`src/rtl/conv_pixel_feeder.sv`:
```
// Raster-order frame reader feeding the 3x3 convolution line buffer through a 2-entry skid FIFO.
// Define FEED_ZERO_PAD_EN to emit a zero-bordered (IMG_W+2) x (IMG_H+2) frame.
module conv_pixel_feeder #(
  parameter int WIDTH  = 9,
  parameter int IMG_W  = 32,
  parameter int IMG_H  = 32,
  parameter int ADDR_W = 10
) (
  input  logic              clk,
  input  logic              rst_n,
  input  logic              start,
  input  logic [ADDR_W-1:0] base_addr,
  output logic              busy,
  output logic              done,
  output logic              mem_rd_en,
  output logic [ADDR_W-1:0] mem_addr,
  input  logic [WIDTH-1:0]  mem_rdata,
  output logic [WIDTH-1:0]  pix_data,
  output logic              pix_valid,
  input  logic              pix_ready,
  output logic              win_valid,
  output logic              frame_last
);

`ifdef FEED_ZERO_PAD_EN
  localparam int PW = IMG_W + 2;
  localparam int PH = IMG_H + 2;
`else
  localparam int PW = IMG_W;
  localparam int PH = IMG_H;
`endif
  localparam int TOTAL = PW * PH;
  localparam int CNT_W = $clog2(TOTAL + 1);
  localparam int CW    = $clog2(PW + 1);
  localparam int RW    = $clog2(PH + 1);
  localparam logic [CNT_W-1:0] CNT_LAST = CNT_W'(TOTAL - 1);
  localparam logic [CW-1:0]    COL_LAST = CW'(PW - 1);
  localparam logic [RW-1:0]    ROW_LAST = RW'(PH - 1);
  localparam logic [CW-1:0]    COL_TWO  = CW'(2);
  localparam logic [RW-1:0]    ROW_TWO  = RW'(2);

  typedef enum logic [1:0] {IDLE, RUN, DRAIN, DONE} state_t;

  state_t            state_q, state_d;
  logic [ADDR_W-1:0] addr_q, addr_d;
  logic [CNT_W-1:0]  rd_cnt_q, rd_cnt_d;
  logic              infl_q, infl_d;
  logic [CW-1:0]     oc_q, oc_d;
  logic [RW-1:0]     orow_q, orow_d;
  logic [WIDTH-1:0]  data0_q, data0_d, data1_q, data1_d;
  logic [1:0]        cnt_q, cnt_d;

  logic              xfer, can_issue, border_rd;
  logic [1:0]        occ;
  logic [WIDTH-1:0]  push_data;

`ifdef FEED_ZERO_PAD_EN
  logic [CW-1:0]     rcol_q, rcol_d;
  logic [RW-1:0]     rrow_q, rrow_d;
  logic              infl_zero_q, infl_zero_d;

  assign border_rd = (rrow_q == '0) || (rrow_q == ROW_LAST) ||
                     (rcol_q == '0) || (rcol_q == COL_LAST);
  assign push_data = infl_zero_q ? '0 : mem_rdata;
`else
  assign border_rd = 1'b0;
  assign push_data = mem_rdata;
`endif

  assign pix_valid  = (cnt_q != 2'd0);
  assign xfer       = pix_valid && pix_ready;
  // In-flight plus buffered after this cycle's pop; issuing keeps it at most 2.
  assign occ        = 2'(infl_q) + cnt_q - 2'(xfer);
  assign can_issue  = (state_q == RUN) && (occ < 2'd2);
  assign mem_rd_en  = can_issue && !border_rd;
  assign mem_addr   = mem_rd_en ? addr_q : '0;
  assign busy       = (state_q != IDLE);
  assign done       = (state_q == DONE);
  assign pix_data   = pix_valid ? data0_q : '0;
  assign win_valid  = pix_valid && (orow_q >= ROW_TWO) && (oc_q >= COL_TWO);
  assign frame_last = pix_valid && (orow_q == ROW_LAST) && (oc_q == COL_LAST);

  always_comb begin
    state_d  = state_q;
    addr_d   = addr_q;
    rd_cnt_d = rd_cnt_q;
    infl_d   = can_issue;
    oc_d     = oc_q;
    orow_d   = orow_q;
`ifdef FEED_ZERO_PAD_EN
    rcol_d      = rcol_q;
    rrow_d      = rrow_q;
    infl_zero_d = can_issue && border_rd;
`endif

    if (mem_rd_en) addr_d = addr_q + 1'b1;

    if (can_issue) begin
      rd_cnt_d = rd_cnt_q + 1'b1;
`ifdef FEED_ZERO_PAD_EN
      if (rcol_q == COL_LAST) begin
        rcol_d = '0;
        rrow_d = rrow_q + 1'b1;
      end else begin
        rcol_d = rcol_q + 1'b1;
      end
`endif
    end

    if (xfer) begin
      if (oc_q == COL_LAST) begin
        oc_d   = '0;
        orow_d = (orow_q == ROW_LAST) ? '0 : orow_q + 1'b1;
      end else begin
        oc_d = oc_q + 1'b1;
      end
    end

    case (state_q)
      IDLE: begin
        if (start) begin
          state_d  = RUN;
          addr_d   = base_addr;
          rd_cnt_d = '0;
          oc_d     = '0;
          orow_d   = '0;
`ifdef FEED_ZERO_PAD_EN
          rcol_d   = '0;
          rrow_d   = '0;
`endif
        end
      end
      RUN:     if (can_issue && (rd_cnt_q == CNT_LAST)) state_d = DRAIN;
      DRAIN:   if (xfer && frame_last) state_d = DONE;
      DONE:    state_d = IDLE;
      default: state_d = IDLE;
    endcase
  end

  // Shift-style FIFO: data0 is always the head, so pix_data needs no read pointer.
  always_comb begin
    data0_d = data0_q;
    data1_d = data1_q;
    cnt_d   = cnt_q;
    case ({infl_q, xfer})
      2'b10: begin
        if (cnt_q == 2'd0) data0_d = push_data;
        else               data1_d = push_data;
        cnt_d = cnt_q + 2'd1;
      end
      2'b01: begin
        data0_d = data1_q;
        cnt_d   = cnt_q - 2'd1;
      end
      2'b11: begin
        if (cnt_q == 2'd1) begin
          data0_d = push_data;
        end else begin
          data0_d = data1_q;
          data1_d = push_data;
        end
      end
      default: ;
    endcase
  end

  always_ff @(posedge clk or negedge rst_n) begin
    if (!rst_n) begin
      state_q  <= IDLE;
      addr_q   <= '0;
      rd_cnt_q <= '0;
      infl_q   <= 1'b0;
      oc_q     <= '0;
      orow_q   <= '0;
      data0_q  <= '0;
      data1_q  <= '0;
      cnt_q    <= '0;
    end else begin
      state_q  <= state_d;
      addr_q   <= addr_d;
      rd_cnt_q <= rd_cnt_d;
      infl_q   <= infl_d;
      oc_q     <= oc_d;
      orow_q   <= orow_d;
      data0_q  <= data0_d;
      data1_q  <= data1_d;
      cnt_q    <= cnt_d;
    end
  end

`ifdef FEED_ZERO_PAD_EN
  always_ff @(posedge clk or negedge rst_n) begin
    if (!rst_n) begin
      rcol_q      <= '0;
      rrow_q      <= '0;
      infl_zero_q <= 1'b0;
    end else begin
      rcol_q      <= rcol_d;
      rrow_q      <= rrow_d;
      infl_zero_q <= infl_zero_d;
    end
  end
`endif

endmodule
```
`config.mk`:
```
export PLATFORM = sky130hd
export DESIGN_NAME = conv_pixel_feeder
export DESIGN_NICKNAME = d
export VERILOG_FILES = /design/src/rtl/conv_pixel_feeder.sv
export SDC_FILE = /design/constraint.sdc
export NUM_CORES = 1
export LEC_CHECK = 0
export ABC_AREA = 1
export CORE_UTILIZATION = 46
export CTS_CLUSTER_SIZE = 20
export DETAILED_ROUTE_END_ITERATION = 7
export PLACE_DENSITY = 0.68
export SLEW_MARGIN = 10
export SYNTH_ARGS = -nofsm -noshare
export SYNTH_HDL_FRONTEND = slang
export SYNTH_SLANG_ARGS = --single-unit
```
`constraint.sdc`:
```
create_clock -name clk -period 3.3 [get_ports clk]
set_input_delay 0.495 -clock clk [delete_from_list [all_inputs] [get_ports clk]]
set_output_delay 0.495 -clock clk [all_outputs]
set_load 0.005 [all_outputs]
```
==> results of run 1 <==
-- metrics by stage --
stage	power, mW	worst slack, ns	area [um2]
after detailed placement	2.60	0.214	3840
after CTS	3.07	0.0587	3950
after global routing	3.35	0.0446	3960
after floorplan	2.07	1.17	3270
final	3.04	0.222	3960
after global placement	2.56	0.271	3840
-- metal layers --
layer | global-route usage | share of wire | vias up
met5 | 0 | 0 | -
met4 | 0.0576 | 0.017 | 0
met3 | 0.0371 | 0.038 | 12
met2 | 0.323 | 0.46 | 46
met1 | 0.280 | 0.48 | 1275
li1 | - | - | 1465
-- flip-flops by register name (all words and copies together) (netlist names) --
register and cells:
rd_cnt_q 11, addr_q 10, data0_q 9, data1_q 9
oc_q 6, orow_q 6, cnt_q 2, state_q 2
infl_q 1
-- power by group through the flow --
| stage | Combinational [mW] | Clock [mW] | Sequential [mW] |
|---|---|---|---|
| finish | 1.50 | 0.446 | 1.10 |
| global route | 1.73 | 0.483 | 1.14 |
| CTS | 1.50 | 0.466 | 1.10 |
| detailed placement | 1.49 | 0 | 1.12 |
| global placement | 1.46 | 0 | 1.11 |
| floorplan | 1.00 | 0 | 1.07 |
-- synth_stat cells --
master      n  area share
a21oi_1    12       0.018
a221oi_1    1      0.0027
a22oi_1     1      0.0023
a31oi_1     1      0.0019
and3_1      1      0.0019
buf_2       1      0.0015
buf_4       2      0.0046
buf_6       1      0.0034
clkbuf_1    7      0.0080
clkinv_1    1      0.0011
dfrtp_1    56        0.43
ha_1       13       0.050
inv_1      60       0.069
inv_2       4      0.0046
mux2_2      1      0.0034
nand2_1   107        0.12
nand2_2     2      0.0038
nand3_1    25       0.038
nand3_2     3      0.0092
nand3b_1    1      0.0023
nand4_1     4      0.0077
nor2_1     54       0.062
nor2_4      2      0.0069
nor3_1     13       0.020
nor4_1      1      0.0019
o211ai_1   10       0.023
o21ai_0    28       0.043
o21ai_1     1      0.0015
o21ai_2     1      0.0027
or2_2       7       0.013
xnor2_1     2      0.0054
xor2_1     13       0.035
-- layout make-up --
type                            instances  area, um2  area share
Sequential cell                        56       1400       0.354
Multi-Input combinational cell        304       1580       0.398
Tap cell                               96        120      0.0303
Clock buffer                            6       72.6      0.0183
Timing Repair Buffer                   53        510       0.129
Inverter                               65        244      0.0616
Clock inverter                          2       35.0     0.00885
-- worst max path at each step --
| stage | to | slack [ns] | depth (start not counted) |
|---|---|---|---|
| floorplan | mem_addr[0] | 1.17 | 12 |
| global placement | mem_addr[9] | 0.27 | 8 |
| detailed placement | mem_addr[9] | 0.21 | 8 |
| CTS | mem_addr[9] | 0.06 | 9 |
| global route | mem_addr[8] | 0.04 | 10 |
| finish | mem_addr[9] | 0.22 | 10 |
-- kinds of logic after synthesis --
family                     Yosys count
and+or+nand+nor                    220
buffers and inverters               76
DFF                                 56
AOI/OAI and AO/OA                   55
xor gates and xnor gates            15
adders and majority gates           13
muxes                                1
-- repair_timing --
item,CTS,global route
gates resized for setup,1,1
setup endpoints to repair,9,9
endpoints found under the hold margin,0,0
pin swaps,0,0
==> run summary, run 1 <==
hold-fix buffers at CTS: 0
Max Slew Vio Count: 0
most frequent cells in the layout: nand2_1, inv_1, dfrtp_1
first-pass GRT wire length: 12,000 um
TritonCTS clock tree: built
Fin. Hold Viols: 0
Net Sw Frac: 0.406
placed insts: 574
Leakage: 1.92 nW
Int Power: 1.81 mW
number of setup buffers added after CTS: 0
Synth Area per Inst: 7.50 um2
R2R setup slack: 1.07 ns
GRT Total Usage: 0.202
Slew @ Worst Pin: 0.650 ns
share of layout cells above drive strength 1: 0.0720
Worst Setup End Kind: primary output
Post-Synth XOR/XNOR Area: 0.0402
Vias: 2,798
drt via density: 4.81
port buffer count: 47
crit path from: cnt_q[0]
final setup vio count: 0
Die Y: 86.3 um
CP arrival: 2.58 ns
post-synthesis sequential area ratio: 0.429
f_max: 325 MHz
H-tree levels: 2
Die Width: 86.3 um
DRT Wirelength: 6770 um
Filler cells: 642
Final Wtd Congestion: 0.863
Crit Path Class: flip-flop to primary output
DRC: 0
1st-iter DRT viols: 101
Max transition margin: 0.567
Syn Nets: 472
Crit path required time: 2.80 ns
commonest non-fill, non-tap cell in the layout: nand2_1
fin crit share: 0.933
clock power share: 0.147
Buf/Inv on CP: 3
crit-path cells: inv_1 > ha_2 > inv_2 > nand2_2 > nand3_2 > nand2_1 > nand2_1 > nand3_4 > nor2_1 > clkdlybuf4s50_1
clk_lat worst skew: 0.31 ns
fin nets: 521
die footprint: 7450 um2
CP Max Fanout: 19
simple-gate share of the synthesized area: 0.290
antenna fix cells: 0
Routed WL per cell: 11.6 um
Synth Area in Compound Gates: 0.0953
proportion of power drawn by combinational gates: 0.491
FF+latch count, synth: 56
Sw Pwr: 1.24 mW
max_cap viols: 0
CP peak stage delay: 0.52 ns
First-pass DRT Iterations: 4
final clock skew: 0.00980 ns
status: finished clean
estimated wirelength of the detail-placed design: 4910 um
initial antenna violation count: 0
crit-path leading delay family: simple AND/OR/NAND/NOR gates
Core Rows: 30
Synth Instances: 436
startpoint class of the critical path: flip-flop
largest net degree at the start of global routing: 44
Worst path slowest cell: clkdlybuf4s50_1
minimum clock period: 3.08 ns
io pins: 48
largest family of logic cells by synthesized area: simple AND/OR/NAND/NOR gates
Worst R2R Path Depth: 13
CTS Sinks: 56
Synth Area in Adders: 0.0498
worst r2r dst: rd_cnt_q[5]
Peak VDD IR: 0.420 mV
Reg clk slew, reported paths: 0.10 ns
RSZ-0062 raised after global routing: no
Netlist cell types: 32
Final ANT Viol Nets: 0
Core Util, Final: 0.579
Area growth syn-to-layout: 21.1%
final std cells w/o fill: 582
PwrDens: 769 nW/um2
R2R Path Start: cnt_q[0]
CTS Buffer Depth: 2
Starting Density: 0.478
WHS: 0.0645 ns
vias in the first global route: 2,642
gr ovfl total: 0
mux contribution to synthesized area: 0.00345
critical path's most frequent cell: nand2_1
share of power burned in registers: 0.362
clk root buf: clkbuf_8
CORE AREA: 6830 um2
setup TNS: 0 ns
synthesized area: 3270 um2
Synthesis Warnings: 0
Num CTS Buffers: 5
worst hold path type: input port to asynchronous set/reset pin
No activity file was read; power rests on OpenSTA's default activity.
==> run 2: changes to the inputs <==
GPL_ROUTABILITY_DRIVEN = 0   (was not set)
==> results of run 2 <==
The final DEF is identical to that of run 1; final timing and power are the same.
==> run 3: changes to the inputs <==
PLACE_DENSITY = 0.65   (was 0.68)
==> run summary, run 3 (same netlist as run 1, synthesis figures left out) <==
GRT Total Usage: 0.208
biggest regs: rd_cnt_q: 11 flops, addr_q: 10 flops
status: finished clean
worst hold path type: input port to asynchronous set/reset pin
most frequent cells in the layout: nand2_1, inv_1, dfrtp_1
max_cap viols: 0
Int Power: 1.74 mW
vias in the first global route: 2,719
placed insts: 573
Overall Power: 2.99 mW
CTS Sinks: 56
share of layout cells above drive strength 1: 0.0722
Area growth syn-to-layout: 20.6%
CP peak stage delay: 0.52 ns
final setup vio count: 0
critical path's most frequent cell: nand2_1
io pins: 48
PwrDens: 759 nW/um2
Leakage: 1.91 nW
Max transition margin: 0.513
Peak VDD IR: 0.349 mV
clk root buf: clkbuf_8
estimated wirelength of the detail-placed design: 4880 um
clk_lat worst skew: 0.32 ns
drt via density: 4.87
CTS Buffer Depth: 2
1st-iter DRT viols: 70
minimum clock period: 2.99 ns
H-tree levels: 2
Starting Density: 0.478
R2R Path Start: cnt_q[0]
Die Y: 86.3 um
largest net degree at the start of global routing: 57
startpoint class of the critical path: flip-flop
hold-fix buffers at CTS: 0
Worst Setup End Kind: primary output
Num CTS Buffers: 5
PostCTS Resize Cnt: 1
die footprint: 7450 um2
TritonCTS clock tree: built
Worst R2R Path Depth: 13
commonest non-fill, non-tap cell in the layout: nand2_1
fin nets: 520
CP arrival: 2.49 ns
CORE AREA: 6830 um2
R2R setup slack: 1.17 ns
antenna fix cells: 0
Max Slew Vio Count: 0
Reg clk slew, reported paths: 0.11 ns
Core Rows: 30
setup TNS: 0 ns
dpl ws: 0.225 ns
Reg with most FFs: rd_cnt_q
DRC: 0
setup ws final: 0.311 ns
worst r2r dst: rd_cnt_q[5]
Crit path required time: 2.80 ns
Net Sw Frac: 0.419
first-pass GRT wire length: 12,300 um
f_max: 335 MHz
gr ovfl total: 0
fin crit share: 0.906
number of setup buffers added after CTS: 0
Sw Pwr: 1.25 mW
Worst path slowest cell: clkdlybuf4s50_1
Fin. Hold Viols: 0
Crit Path Class: flip-flop to primary output
final clock skew: 0.0165 ns
CP Max Fanout: 17
WHS: 0.296 ns
Slew @ Worst Pin: 0.730 ns
port buffer count: 47
Final ANT Viol Nets: 0
Vias: 2,828
clock power share: 0.129
First-pass DRT Iterations: 4
proportion of power drawn by combinational gates: 0.504
final std cells w/o fill: 581
RSZ-0062 raised after global routing: no
Die Width: 86.3 um
crit-path cells: inv_1 > ha_4 > inv_2 > nand2_2 > nand3_2 > nand2_1 > nand2_1 > nand3_4 > nor2_1 > clkdlybuf4s50_1
DRT Wirelength: 6890 um
Routed WL per cell: 11.9 um
share of power burned in registers: 0.368
initial antenna violation count: 0
number of flip-flops under the largest register name: 11
-- run 3: cell types whose count changed in the layout (fill, tap and decap cells not counted), sizes merged --
cell | previous run | this run
clkinv | 2 | 4
clkbuf | 6 | 5
bufinv | 1 | 0
buf | 7 | 6
-- run 3: layout make-up --
class / instances / area, um2
flip-flops and latches: 56 / 1400
repair buffers: 52 / 503
inverters: 65 / 244
fillers: 660 / 2890
multi-input cells: 304 / 1590
clock buffers: 5 / 68.8
well taps: 96 / 120
clock inverters: 3 / 18.8
-- run 3: metrics by stage --
step	cell area, um2	util
global placement	3830	0.561
detailed placement	3830	0.561
finish	3940	0.577
global route	3940	0.577
CTS	3920	0.574
floorplan	3270	-
-- run 3: worst max-delay path by stage --
stage	start	end	slack, ns
after CTS	cnt_q[1]	mem_addr[9]	0.06
after global routing	cnt_q[0]	mem_addr[9]	0.06
after floorplan	cnt_q[0]	mem_addr[0]	1.17
after global placement	pix_ready	mem_addr[2]	0.30
final	cnt_q[0]	mem_addr[9]	0.31
after detailed placement	pix_ready	mem_addr[9]	0.23
-- run 3: worst max-delay path, delay by kind of cell, from the launching register on --
| kind | cells | cell delay (ns) |
|---|---|---|
| buffers and inverters | 3 | 0.75 |
| flip-flops | 1 | 0.43 |
| AND/OR/NAND/NOR | 6 | 0.76 |
| adder cells (fa/ha/maj) | 1 | 0.23 |
-- run 3: power by group through the flow --
stage | sequential (mW) | combinational, mW | clock [mW]
floorplan | 1.07 | 1.00 | 0
finish | 1.10 | 1.51 | 0.385
detailed placement | 1.11 | 1.48 | 0
global placement | 1.11 | 1.46 | 0
CTS | 1.10 | 1.50 | 0.403
global route | 1.13 | 1.76 | 0.431
-- run 3: routing by layer --
metal / track usage / share of wire / wire length (um) / up-vias
met5: 0 / 0 / 0 / -
met4: 0.0500 / 0.0045 / 31 / 0
met3: 0.0400 / 0.028 / 194 / 2
met2: 0.347 / 0.48 / 3320 / 37
met1: 0.280 / 0.48 / 3340 / 1321
li1: - / - / - / 1468
